$ cat config.mk
export PLATFORM = sky130hd
export DESIGN_NAME = ccore_pipe
export DESIGN_NICKNAME = d
export VERILOG_FILES = /design/src/rtl/ccore_pkg.sv /design/src/rtl/ccore_stage.sv /design/src/rtl/ccore_pipe.sv
export SDC_FILE = /design/constraint.sdc
export NUM_CORES = 1
export LEC_CHECK = 0
export CORE_MARGIN = 2
export CORE_UTILIZATION = 49
export CTS_CLUSTER_DIAMETER = 50
export DETAILED_ROUTE_END_ITERATION = 16
export HOLD_SLACK_MARGIN = 0.1
export PLACE_DENSITY = 0.77
export SKIP_CTS_REPAIR_TIMING = 1
export SLEW_MARGIN = 40
export SYNTH_ARGS = -nofsm -noshare
export SYNTH_HDL_FRONTEND = slang
export SYNTH_SLANG_ARGS = --single-unit
$ cat constraint.sdc
create_clock -name CLK -period 1.45 [get_ports CLK]
set_input_delay 0.2175 -clock CLK [delete_from_list [all_inputs] [get_ports CLK]]
set_output_delay 0.2175 -clock CLK [all_outputs]
set_load 0.01 [all_outputs]
$ cat src/rtl/ccore_pkg.sv
// ccore_pkg: shared types and reset constants for the clocked handshake pipe.
//   in_state_e  - upstream (SENDIN/ACKOUT) boundary FSM states
//   out_state_e - downstream (SENDOUT/ACKIN) boundary FSM states
//   RST_*       - values taken by the corresponding registers under RESET
package ccore_pkg;

    typedef enum logic [0:0] {
        IIDLE = 1'b0,
        IACK  = 1'b1
    } in_state_e;

    typedef enum logic [1:0] {
        OIDLE = 2'd0,
        OREQ  = 2'd1,
        OWAIT = 2'd2
    } out_state_e;

    localparam logic RST_FULL = 1'b0;
    localparam logic RST_CP   = 1'b0;
    localparam logic RST_ACK  = 1'b0;
    localparam logic RST_REQ  = 1'b0;

endpackage

$ cat src/rtl/ccore_stage.sv
// ccore_stage: one token slot of the pipe.
//   CLK, RESET - system clock, synchronous active-high reset
//   en_i       - global enable (LOPEN); low holds FULL/DATA and forces CP to 0
//   load_i     - slot takes data_i this cycle
//   clear_i    - slot's token leaves this cycle (ignored when load_i is high)
//   data_i     - incoming token
//   full_o     - slot holds a token
//   data_o     - held token
//   cp_o       - one-cycle pulse in the cycle after a load
module ccore_stage
    import ccore_pkg::*;
#(
    parameter int WIDTH = 8
) (
    input  logic             CLK,
    input  logic             RESET,
    input  logic             en_i,
    input  logic             load_i,
    input  logic             clear_i,
    input  logic [WIDTH-1:0] data_i,
    output logic             full_o,
    output logic [WIDTH-1:0] data_o,
    output logic             cp_o
);

    logic             full_q;
    logic             full_d;
    logic [WIDTH-1:0] data_q;
    logic             cp_q;

    // A load wins over a clear so a slot that empties and refills in the
    // same cycle stays full.
    always_comb begin
        full_d = load_i | (full_q & ~clear_i);
    end

    always_ff @(posedge CLK) begin
        if (RESET) begin
            full_q <= RST_FULL;
            data_q <= '0;
            cp_q   <= RST_CP;
        end else if (en_i) begin
            full_q <= full_d;
            if (load_i) begin
                data_q <= data_i;
            end
            cp_q <= load_i;
        end else begin
            cp_q <= RST_CP;
        end
    end

    assign full_o = full_q;
    assign data_o = data_q;
    assign cp_o   = cp_q;

endmodule

$ cat src/rtl/ccore_pipe.sv
// ccore_pipe: clocked chain of DEPTH token stages with four-phase
// return-to-zero handshakes at both boundaries.
//   CLK, RESET   - system clock, synchronous active-high reset (beats LOPEN)
//   LOPEN        - global enable; low freezes every register, CP reads 0
//   G[k]         - guard; high blocks stage k from loading
//   SENDIN       - upstream request, DATAIN stable while high
//   DATAIN       - upstream token
//   ACKOUT       - upstream acknowledge
//   SENDOUT      - downstream request, DATAOUT valid while high
//   DATAOUT      - token in the last stage
//   ACKIN        - downstream acknowledge
//   CP[k]        - one-cycle pulse after stage k loads
//   dbg_*_o      - input FSM state, output FSM state, stage FULL flags
//
// Handshake: both boundaries are four-phase. A request rises, the
// acknowledge rises, the request falls, the acknowledge falls; a new
// request may only rise after the acknowledge has fallen. The token is
// transferred on the request/acknowledge high-high phase.
module ccore_pipe
    import ccore_pkg::*;
#(
    parameter int WIDTH = 8,
    parameter int DEPTH = 4
) (
    input  logic             CLK,
    input  logic             RESET,
    input  logic             LOPEN,
    input  logic [DEPTH-1:0] G,
    input  logic             SENDIN,
    input  logic [WIDTH-1:0] DATAIN,
    output logic             ACKOUT,
    output logic             SENDOUT,
    output logic [WIDTH-1:0] DATAOUT,
    input  logic             ACKIN,
    output logic [DEPTH-1:0] CP,
    output logic             dbg_istate_o,
    output logic [1:0]       dbg_ostate_o,
    output logic [DEPTH-1:0] dbg_full_o
);

    in_state_e        istate_q;
    out_state_e       ostate_q;
    logic             ackout_q;
    logic             sendout_q;

    logic [DEPTH-1:0] full_w;
    logic [DEPTH-1:0] load_w;
    logic [DEPTH-1:0] clear_w;
    logic [DEPTH-1:0] cp_w;
    logic [WIDTH-1:0] data_w [DEPTH];

    // Every move decision looks only at registered FULL flags, so a bubble
    // crosses exactly one stage per cycle.
    for (genvar k = 0; k < DEPTH; k++) begin : g_stage
        logic [WIDTH-1:0] src;

        if (k == 0) begin : g_head
            // Capturing only from IIDLE keeps a held SENDIN from loading twice.
            assign load_w[k] = (istate_q == IIDLE) & SENDIN & ~full_w[k] & ~G[k];
            assign src       = DATAIN;
        end else begin : g_body
            assign load_w[k] = full_w[k-1] & ~full_w[k] & ~G[k];
            assign src       = data_w[k-1];
        end

        if (k == DEPTH - 1) begin : g_tail
            assign clear_w[k] = (ostate_q == OREQ) & ACKIN;
        end else begin : g_link
            assign clear_w[k] = load_w[k+1];
        end

        ccore_stage #(
            .WIDTH (WIDTH)
        ) u_stage (
            .CLK     (CLK),
            .RESET   (RESET),
            .en_i    (LOPEN),
            .load_i  (load_w[k]),
            .clear_i (clear_w[k]),
            .data_i  (src),
            .full_o  (full_w[k]),
            .data_o  (data_w[k]),
            .cp_o    (cp_w[k])
        );
    end

    // Upstream boundary FSM.
    always_ff @(posedge CLK) begin
        if (RESET) begin
            istate_q <= IIDLE;
            ackout_q <= RST_ACK;
        end else if (LOPEN) begin
            case (istate_q)
                IIDLE: begin
                    if (load_w[0]) begin
                        istate_q <= IACK;
                        ackout_q <= 1'b1;
                    end
                end
                IACK: begin
                    if (!SENDIN) begin
                        istate_q <= IIDLE;
                        ackout_q <= 1'b0;
                    end
                end
                default: begin
                    istate_q <= IIDLE;
                    ackout_q <= 1'b0;
                end
            endcase
        end
    end

    // Downstream boundary FSM. An ACKIN already high in OIDLE is a protocol
    // violation; the request is held back until ACKIN returns low.
    always_ff @(posedge CLK) begin
        if (RESET) begin
            ostate_q  <= OIDLE;
            sendout_q <= RST_REQ;
        end else if (LOPEN) begin
            case (ostate_q)
                OIDLE: begin
                    if (full_w[DEPTH-1] && !ACKIN) begin
                        ostate_q  <= OREQ;
                        sendout_q <= 1'b1;
                    end
                end
                OREQ: begin
                    if (ACKIN) begin
                        ostate_q  <= OWAIT;
                        sendout_q <= 1'b0;
                    end
                end
                OWAIT: begin
                    if (!ACKIN) begin
                        ostate_q <= OIDLE;
                    end
                end
                default: begin
                    ostate_q  <= OIDLE;
                    sendout_q <= 1'b0;
                end
            endcase
        end
    end

    assign ACKOUT       = ackout_q;
    assign SENDOUT      = sendout_q;
    assign DATAOUT      = data_w[DEPTH-1];
    assign CP           = cp_w;
    assign dbg_istate_o = istate_q;
    assign dbg_ostate_o = ostate_q;
    assign dbg_full_o   = full_w;

endmodule

Word level (Yosys, flattened, before mapping)
Cells that the tools add are included.
- register bits: 45
- input bits: 17
- output and inout port bits: 21
- word-level logic and storage cells: 80
- reductions and logical operators: 11
- muxes and demuxes: 13
- bitwise operators: 33
- equality and inequality tests: 7
- operator list (kind ; number):
    $not A1 Y1 ; 15
    $and A1 B1 Y1 ; 14
    $ne A2 B2 Y1 const B ; 4
    $reduce_and A2 Y1 ; 4
    $reduce_and A4 Y1 ; 2
    $mux W1 ; 6
    $mux W2 ; 3
    $pmux W2 S3 ; 1
    $or A1 B1 Y1 ; 4
    $pmux W1 S2 ; 2
    $pmux W1 S3 ; 1
    $reduce_and A3 Y1 ; 1
    $eq A2 B1 Y1 const B ; 1
    $eq A2 B2 Y1 const B ; 1
    $logic_not A2 Y1 ; 1
    $ne A2 B1 Y1 const B ; 1
    $reduce_or A2 Y1 ; 1
    $logic_and A1 B1 Y1 ; 1
    $logic_not A1 Y1 ; 1

Longest topological paths before layout
Gate-level depths: netlist (run 1).
- word-level depth: 6
- depth in mapped cells: 5
- mapped depth without buffers: 3

By module
From an unflattened synthesis (run 1), not the netlist that was laid out.
- cells, all modules: 205
- area total of the unflattened synthesis: 2021.9 µm²
- by module, submodules not included (module ; cells an instance ; sequential area each (µm²) ; area each (µm²) ; instances):
    ccore_stage ; 43 ; 200.2 ; 439.2 ; 4
    ccore_pipe ; 33 ; 100.1 ; 265.3 ; 1

Least setup slack after synthesis (run 1)
Ideal clock, no wire load.
- kind: flip-flop to flip-flop
- start point: register istate_q, in the netlist dbg_istate_o
- end point: register ackout_q, in the netlist ACKOUT
- data required time: 1.335 ns
- path buffers: 1
- arrival: 0.969 ns
- clock period less this slack: 1.083 ns
- library setup time: 0.115 ns
- cell stages (with the launch flop): 5
- setup slack: 0.367 ns
- cell sequence: dfxtp_1 -> nor2_1 -> and3_2 -> buf_4 -> o21a_1
- longest elaborated chain between the ends: 6
- elaborated cells on any way between the ends: 8
- classes of those cells: eq/ne (2); mux (1); bitwise (4); reduce/logical (1)
- RTL lines (item ; line ; text):
    start: declaration ; ccore_pipe.sv:41 ; in_state_e istate_q;
    start signal: assignment ; ccore_pipe.sv:90 ; istate_q <= IIDLE;
    start signal: assignment ; ccore_pipe.sv:96 ; istate_q <= IACK;
    start signal: assignment ; ccore_pipe.sv:102 ; istate_q <= IIDLE;
    $not A1 Y1 ; n/a ;
    $and A1 B1 Y1 (3 in series) ; ccore_pipe.sv:59 ; assign load_w[k] = (istate_q == IIDLE) & SENDIN & ~full_w[k] & ~G[k];
    $ne A2 B1 Y1 (no source line) ; n/a ;
    $reduce_and A3 Y1 (no source line) ; n/a ;
    end signal: assignment ; ccore_pipe.sv:91 ; ackout_q <= RST_ACK;
    end signal: assignment ; ccore_pipe.sv:97 ; ackout_q <= 1'b1;
    end signal: assignment ; ccore_pipe.sv:103 ; ackout_q <= 1'b0;
    end: declaration ; ccore_pipe.sv:43 ; logic ackout_q;
Several ways; a longest one is shown, not always the timed one.
A chain may end at the register's enable or synchronous reset.

Final worst setup path (run 1)
- start point: input port SENDIN
- end point: register g_stage[0].u_stage.data_q[0]
- longest elaborated chain between the ends: 4
- RTL lines (item ; line ; text):
    start: declaration ; ccore_pipe.sv:29 ; input logic SENDIN,
    $and A1 B1 Y1 (3 in series) ; ccore_pipe.sv:59 ;
    $reduce_and A2 Y1 (no source line) ; n/a ;
    end signal: assignment ; ccore_stage.sv:45 ; data_q <= data_i;
    end: declaration ; ccore_stage.sv:28 ; logic [WIDTH-1:0] data_q;
No other way between the ends.

==> flow_summary.ini, run 1 <==
[worst_setup_path]
cp-start-kind = input pin
worst-setup-path-type = in2reg
cp_slowest_cell = clkdlybuf4s50_1
arrival_ns = 1.50
cp_max_fo = 9
crit_required_ns = 1.73
end_kind = register
path_cells = clkdlybuf4s50_1, nor2b_1, and3_2, mux2i_1
slowest_delay_ns = 0.50

[status]
status = completed

[placed_design]
place.gp.congestion = 0.750
io_buffers = 37
place_ws_ns = -0.0905
dp_hpwl_mm = 2.07
place_area_sq_um = 2140

[yosys]
syn-cell-area_sq_um = 1780
syn_nets = 221
synth_seq_area_share_pct = 50.7
yosys_warnings = 0
ys_ff_latch = 45
syn_inst = 204
ys_types = 26
synth_area_per_cell_sq_um = 8.71

[final_layout]
final_common_cell = nand2_1
design_area_sq_um = 2280
syn_to_final_growth_pct = 28.4
nNetsFinal = 252
diodes = 0
layout_common_cells = nand2_1 (50), dfxtp_1 (37), a21oi_1 (30)
nFillCells = 303
drive_gt1_share_pct = 11.9

[timing]
setup_viol = 0
hold_viol_final = 0
timing.hold.ws_ns = 0.421
relSlewSlack_pct = 82.1
slew_viol_final = 0
fin_crit_sh_pct = 84.5
max_freq_mhz = 816
fin_skew_ns = 0.00532
tightest_slew_ns = 0.265
rsz0062_at_grt = false
setup_ws_ns = 0.225
fin_crit_ns = 1.22

[power]
power_density_nw_per_um2 = 903
power.leakage_uw = 0.00115
peakVddDrop_uv = 523

[die]
dieWidth_microns = 64.2
rows = 21
initial_core_util_pct = 52.0
die_y_microns = 64.2
core_area_sq_um = 3420
pin_count = 38
die_area_sq_um = 4120

[global_route]
overflow = 0
grt_max_degree = 55
grt_pass1_wl_mm = 5.33
grt_pass1_vias = 1246
antenna_found_initial = 0
track_usage_pct = 16.4

[worst_hold_path]
hold_class = in2reg

[clock_network]
clk_pin_slew_ns = 0.12
cts_inserted_buffers = 5
cts_tree = yes
cts.sinks = 45
htree_levels = 2
cts_root_buf = clkbuf_4
insertion_delay_ns = 0.34
clock_path_buffers = 2

[routing]
vias = 1367
antenna_left = 0
first_pass_iters = 4
wirelength_mm = 3.13
drt_iter0_drc = 55
vias_per_cell = 4.85
route.detailed.drc = 0
wire_per_inst_microns = 11.1

[run]
maxCapViolCount = 0
stage by stage:
| stage | power [uW] | util [%] | setup TNS, ns | instances |
|---|---|---|---|---|
| finish | 2060 | 66.8 | 0 | 282 |
| global route | 2160 | 66.8 | 0 | 282 |
| CTS | 2080 | 64.7 | -0.768 | 282 |
| detailed placement | 1440 | 62.7 | -0.569 | 274 |
| global placement | 1440 | 62.7 | -0.356 | 274 |
| floorplan | 1370 | - | 0 | 204 |
cells by family after synthesis:
group                  after synthesis  synth area share [%]
multiplexers                         8                  4.51
AO/OA/AOI/OAI                       37                  11.1
buffers and inverters               25                  8.73
AND/OR/NAND/NOR                     89                  24.9
flip-flops                          45                  50.7
synth_stat cells (all sizes together):
library cell	n	area share, %
mux2i	8	4.5
dfxtp	45	51
a21oi	31	8.9
nand2	50	11
nand4b	1	0.49
nand2b	16	5.6
and3	1	0.42
a31oi	2	0.70
o21a	1	0.42
o41ai	1	0.49
nand3b	1	0.42
buf	18	7.2
nand4bb	3	1.9
inv	3	0.63
nor2	10	2.1
nor2b	2	0.70
o21ai	2	0.56
and4bb	3	2.1
clkbuf	4	0.92
nand3	1	0.28
nor3	1	0.28
area by class of cell:
class / count / area (sq um) / area share (%)
well taps: 46 / 57.6 / 2.52
clock inverters: 1 / 5.00 / 0.219
multi-input cells: 134 / 721 / 31.6
repair buffers: 46 / 503 / 22.1
inverters: 3 / 11.3 / 0.494
flip-flops and latches: 45 / 918 / 40.3
clock buffers: 7 / 65.1 / 2.85
where the power goes:
group	switching, uW	internal (uW)
sequential	8.99	1250
clock	374	281
combinational	63.3	86.5
total	446	1610
registers in the layout, summed over array words and instances, names as in the netlist:
name                    count
g_stage.u_stage.data_o     32
g_stage.u_stage.cp_o        4
g_stage.u_stage.full_o      4
dbg_ostate_o                2
ACKOUT                      1
SENDOUT                     1
dbg_istate_o                1
path summary, 6_finish.rpt:
path | start | endpoint | slack [ns] | depth (start not counted)
setup / recovery | SENDIN | g_stage[0].u_stage.data_o[0]$_SDFFE_PP0P_ | 0.23 | 4
hold / removal | DATAIN[7] | g_stage[0].u_stage.data_o[7]$_SDFFE_PP0P_ | 0.42 | 3
setup reg to reg | g_stage[0].u_stage.full_o$_SDFFE_PP0P_ | g_stage[0].u_stage.data_o[0]$_SDFFE_PP0P_ | 0.28 | 3
hold reg to reg | g_stage[2].u_stage.data_o[0]$_SDFFE_PP0P_ | g_stage[3].u_stage.data_o[0]$_SDFFE_PP0P_ | 0.46 | 2
metal layers:
| layer | part of all wire, % | vias up | global-route usage (%) | wire [microns] |
|---|---|---|---|---|
| li1 | - | 722 | - | - |
| met1 | 49 | 605 | 20.3 | 1550 |
| met2 | 44 | 36 | 26.2 | 1380 |
| met3 | 5.3 | 4 | 5.63 | 165 |
| met4 | 1.3 | 0 | 6.65 | 41 |
| met5 | 0 | - | 0 | 0 |
critical path, delay by kind of cell:
kind | cells | cell delay, ns
AND/OR/NAND/NOR | 2 | 0.55
buffers and inverters | 1 | 0.50
multiplexers | 1 | 0.23
(Power assumes the default switching activity.)
==> inputs of run 2 (changes only) <==
--- a/config.mk
+++ b/config.mk
@@ -6,11 +6,11 @@
 export NUM_CORES = 1
 export LEC_CHECK = 0
 export CORE_MARGIN = 2
-export CORE_UTILIZATION = 49
+export CORE_UTILIZATION = 45
 export CTS_CLUSTER_DIAMETER = 50
 export DETAILED_ROUTE_END_ITERATION = 16
 export HOLD_SLACK_MARGIN = 0.1
-export PLACE_DENSITY = 0.77
+export PLACE_DENSITY = 0.75
 export SKIP_CTS_REPAIR_TIMING = 1
 export SLEW_MARGIN = 40
 export SYNTH_ARGS = -nofsm -noshare
==> constraint.sdc (replaced) <==
create_clock -name CLK -period 1 [get_ports CLK]
set_input_delay 0.15 -clock CLK [delete_from_list [all_inputs] [get_ports CLK]]
set_output_delay 0.15 -clock CLK [all_outputs]
set_load 0.01 [all_outputs]
==> run 2 against run 1 <==
Compared with the run above: global-route usage grew 0.70 points; register-to-register slack lost 0.30 ns; the run now ends with setup timing left; first-iteration DRC count shrank 15%; total power grew 53%; critical path depth is the same; via count grew 7.2%.
==> flow_summary.ini, run 2 (synthesis gave the netlist of run 1 again) <==
[worst_setup_path]
cp-start-kind = register
end_kind = register
worst-setup-path-type = reg2reg
cp_max_fo = 9
arrival_ns = 1.26
crit_required_ns = 1.23

[global_route]
grt_pass1_vias = 1371
overflow = 0
track_usage_pct = 17.1
grt_max_degree = 24
grt_pass1_wl_mm = 5.67
antenna_found_initial = 0

[final_layout]
nFillCells = 312
drive_gt1_share_pct = 24.0
instances_no_fill = 298
final_common_cell = nand2_1
nNetsFinal = 266
finish.utilization_pct = 65.6
diodes = 0
largest_register_ffs = 32
layout_common_cells = nand2_1 (50), dfxtp_1 (40), a21oi_1 (21)
syn_to_final_growth_pct = 37.3

[timing]
slew_viol_final = 0
fin_crit_sh_pct = 102
rsz0062_at_grt = true
relSlewSlack_pct = 82.8
setup_viol = 16
setup_ws_ns = -0.0213
max_freq_mhz = 979
fin_skew_ns = 0.00577
timing.hold.ws_ns = 0.247
tightest_slew_ns = 0.254
hold_viol_final = 0
fin_crit_ns = 1.02

[clock_network]
cts_tree = yes
clk_pin_slew_ns = 0.08
insertion_delay_ns = 0.30
cts.sinks = 45
htree_levels = 2
cts_inserted_buffers = 5
clock_path_buffers = 2
cts_root_buf = clkbuf_8

[placed_design]
place_ws_ns = -0.472
io_buffers = 37
place.gp.congestion = 0.734
dp_hpwl_mm = 2.38
placed_cells = 286

[routing]
vias_per_cell = 4.92
drt_iter0_drc = 47
antenna_left = 0
first_pass_iters = 4
wirelength_mm = 3.68
wire_per_inst_microns = 12.3
vias = 1466
route.detailed.drc = 0

[die]
initial_core_util_pct = 47.8
die_area_sq_um = 4470
pin_count = 38
rows = 22
core_area_sq_um = 3720
dieWidth_microns = 66.8
die_y_microns = 66.8

[power]
power_density_nw_per_um2 = 1300
total_power_uw = 3160
peakVddDrop_uv = 785
power.leakage_uw = 0.00110

[status]
violations = setup timing
status = finished, violations left

[run]
maxCapViolCount = 0

[worst_hold_path]
hold_class = in2reg
[run 2: cell types whose count changed in the layout (fill, tap and decap cells not counted), sizes merged]
cell / before / now
dlymetal6s2s: 21 / 14
clkinvlp: 0 / 1
clkbuf: 7 / 13
clkdlybuf4s50: 16 / 14
clkinv: 1 / 2
buf: 9 / 22
and4bb: 3 / 4
and3: 1 / 2
[run 2: stage by stage]
stage,cell area [sq um],TNS (ns)
finish,2440,-0.137
CTS,2310,-10.09
global route,2440,-1.22
global placement,2220,-15.54
floorplan,1790,-0.00535
detailed placement,2220,-16.42
[run 2: per-layer routing]
| layer | part of all wire (%) | routed length, microns | track usage, % | up-vias |
|---|---|---|---|---|
| li1 | - | - | - | 755 |
| met1 | 41 | 1530 | 19.1 | 661 |
| met2 | 51 | 1860 | 28.9 | 42 |
| met3 | 5.2 | 191 | 5.57 | 8 |
| met4 | 2.7 | 101 | 9.18 | 0 |
| met5 | 0 | 0 | 0 | - |
[run 2: path summary, 6_finish.rpt]
path | cells past startpoint | slack [ns] | to | from
min reg2reg | 2 | 0.45 | g_stage[2].u_stage.data_o[0]$_SDFFE_PP0P_ | g_stage[1].u_stage.data_o[0]$_SDFFE_PP0P_
max reg2reg | 4 | -0.02 | g_stage[2].u_stage.data_o[1]$_SDFFE_PP0P_ | g_stage[2].u_stage.full_o$_SDFFE_PP0P_
min | 3 | 0.25 | dbg_istate_o$_SDFFE_PP0P_ | SENDIN
max | 4 | -0.02 | g_stage[2].u_stage.data_o[1]$_SDFFE_PP0P_ | g_stage[2].u_stage.full_o$_SDFFE_PP0P_
[run 2: area by class of cell]
| class | count | area, sq um | area share (%) |
|---|---|---|---|
| Clock buffer | 5 | 68.8 | 2.82 |
| Clock inverter | 3 | 17.5 | 0.718 |
| Inverter | 3 | 11.3 | 0.462 |
| Multi-Input combinational cell | 136 | 817 | 33.5 |
| Sequential cell | 45 | 915 | 37.5 |
| Tap cell | 48 | 60.1 | 2.46 |
| Timing Repair Buffer | 58 | 549 | 22.5 |
[run 2: where the power goes]
part / switching, uW / internal [uW] / leakage (uW)
Clock: 593 / 482 / 0.0000439
Sequential: 16.8 / 1810 / 0.000367
Combinational: 110 / 151 / 0.000692
[run 2: worst max-delay path: stages (launching register included)]
cell	delay, ns
dfxtp_4	0.38
and4bb_1	0.26
buf_6	0.13
nand2_1	0.07
a21oi_1	0.11
==> inputs of run 3 (changes only) <==
--- a/config.mk
+++ b/config.mk
@@ -6,11 +6,11 @@
 export NUM_CORES = 1
 export LEC_CHECK = 0
 export CORE_MARGIN = 2
-export CORE_UTILIZATION = 45
+export CORE_UTILIZATION = 49
 export CTS_CLUSTER_DIAMETER = 50
 export DETAILED_ROUTE_END_ITERATION = 16
 export HOLD_SLACK_MARGIN = 0.1
-export PLACE_DENSITY = 0.75
+export PLACE_DENSITY = 0.77
 export SKIP_CTS_REPAIR_TIMING = 1
 export SLEW_MARGIN = 40
 export SYNTH_ARGS = -nofsm -noshare
==> constraint.sdc (replaced) <==
create_clock -name CLK -period 1.03 [get_ports CLK]
set_input_delay 0.2575 -clock CLK [delete_from_list [all_inputs] [get_ports CLK]]
set_output_delay 0.2575 -clock CLK [all_outputs]
set_load 0.01 [all_outputs]
==> run 3 against run 2 <==
Compared with the run above: the run still ends with setup timing left; hold slack better by 0.091 ns; design area is 2.6% higher; first-iteration DRC count is 6.4% higher; critical path depth stayed put; highest routed layer unchanged; global-route usage rose by 0.99 points; cell count unchanged; register-to-register slack got worse by 0.07 ns.
==> flow_summary.ini, run 3 (synthesis gave the netlist of run 1 again) <==
[status]
status = finished, violations left
violations = setup timing

[routing]
wirelength_mm = 3.70
drt_iter0_drc = 50
vias = 1488
route.detailed.drc = 0
antenna_left = 0
wire_per_inst_microns = 12.4
first_pass_iters = 4
vias_per_cell = 4.99

[worst_hold_path]
hold_class = in2reg

[timing]
max_freq_mhz = 895
hold_viol_final = 0
fin_crit_ns = 1.12
tightest_slew_ns = 0.239
setup_ws_ns = -0.0869
fin_crit_sh_pct = 108
relSlewSlack_pct = 83.9
slew_viol_final = 0
setup_viol = 48
fin_skew_ns = 0.00531
rsz0062_at_grt = true

[final_layout]
largest_register_ffs = 32
drive_gt1_share_pct = 38.5
diodes = 0
layout_common_cells = nand2_1 (46), dfxtp_1 (28), buf_6 (23)
nNetsFinal = 268
syn_to_final_growth_pct = 40.8
design_area_sq_um = 2500
final_common_cell = nand2_1

[power]
total_power_uw = 2850
peakVddDrop_uv = 870
power.leakage_uw = 0.000950
power_density_nw_per_um2 = 1140

[placed_design]
dp_hpwl_mm = 2.35
place_area_sq_um = 2250
place.gp.congestion = 0.852
io_buffers = 37

[die]
dieWidth_microns = 64.2
rows = 21
die_y_microns = 64.2
core_area_sq_um = 3420
die_area_sq_um = 4120
initial_core_util_pct = 52.0
pin_count = 38

[clock_network]
cts_inserted_buffers = 5
htree_levels = 2
clock_path_buffers = 2
cts_root_buf = clkbuf_4
cts_tree = yes
clk_pin_slew_ns = 0.12
cts.sinks = 45
insertion_delay_ns = 0.36

[worst_setup_path]
slowest_delay_ns = 0.37
cp-start-kind = register
worst-setup-path-type = reg2reg
end_kind = register
cp_slowest_cell = and4bb_4
arrival_ns = 1.41
path_cells = buf_4, and4bb_4, nand2_1, a21oi_2
crit_required_ns = 1.33
cp_max_fo = 9

[global_route]
grt_pass1_wl_mm = 5.79
overflow = 0
antenna_found_initial = 0
grt_max_degree = 16
grt_pass1_vias = 1303
track_usage_pct = 18.1

[run]
maxCapViolCount = 0
run 3: critical path, delay by kind of cell (launching register included):
family                 cells  cell delay, ns
and+or+nand+nor            2            0.45
DFF                        1            0.34
buffers and inverters      1            0.15
AOI/OAI and AO/OA          1            0.12
run 3: power by group:
group / switching [uW] / leakage [uW] / internal, uW / total (uW)
registers: 15.2 / 0.000372 / 1760 / 1770
logic: 113 / 0.000545 / 159 / 272
clock network: 542 / 0.0000320 / 261 / 803
total: 670 / 0.000950 / 2180 / 2850
run 3: cell type report:
type | instances | area, sq um
timing repair buffer | 60 | 607
sequential | 45 | 927
inverter | 3 | 11.3
clock inverter | 2 | 10.0
multi-input combinational | 136 | 848
fill | 263 | 913
clock buffer | 6 | 41.3
tap | 46 | 57.6
run 3: layer usage:
metal | track usage [%] | wire, microns | vias up | share of wire, %
met2 | 29.0 | 1820 | 38 | 49
met4 | 11.2 | 86 | 0 | 2.3
li1 | - | - | 761 | -
met1 | 22.3 | 1650 | 682 | 45
met5 | 0 | 0 | - | 0
met3 | 3.70 | 139 | 7 | 3.8
run 3: path summary, 6_finish.rpt:
check	from	to	slack (ns)	cells after the start
max	g_stage[2].u_stage.full_o$_SDFFE_PP0P_	g_stage[2].u_stage.data_o[5]$_SDFFE_PP0P_	-0.09	4
min	SENDIN	dbg_istate_o$_SDFFE_PP0P_	0.34	4
min reg2reg	g_stage[2].u_stage.data_o[0]$_SDFFE_PP0P_	g_stage[3].u_stage.data_o[0]$_SDFFE_PP0P_	0.45	2
max reg2reg	g_stage[2].u_stage.full_o$_SDFFE_PP0P_	g_stage[2].u_stage.data_o[5]$_SDFFE_PP0P_	-0.09	4
run 3: stage by stage:
stage / TNS [ns] / util (%) / cells / setup slack, ns / hold WS [ns]
2_1_floorplan: 0 / - / 204 / 0.0172 / 0.360
3_3_place_gp: -21.07 / 65.9 / 285 / -0.523 / 0.436
3_5_place_dp: -23.61 / 65.9 / 285 / -0.595 / 0.443
4_1_cts: -15.55 / 67.4 / 293 / -0.504 / 0.439
5_1_grt: -4.28 / 73.3 / 298 / -0.134 / 0.404
6_report: -2.25 / 73.3 / 298 / -0.0869 / 0.337
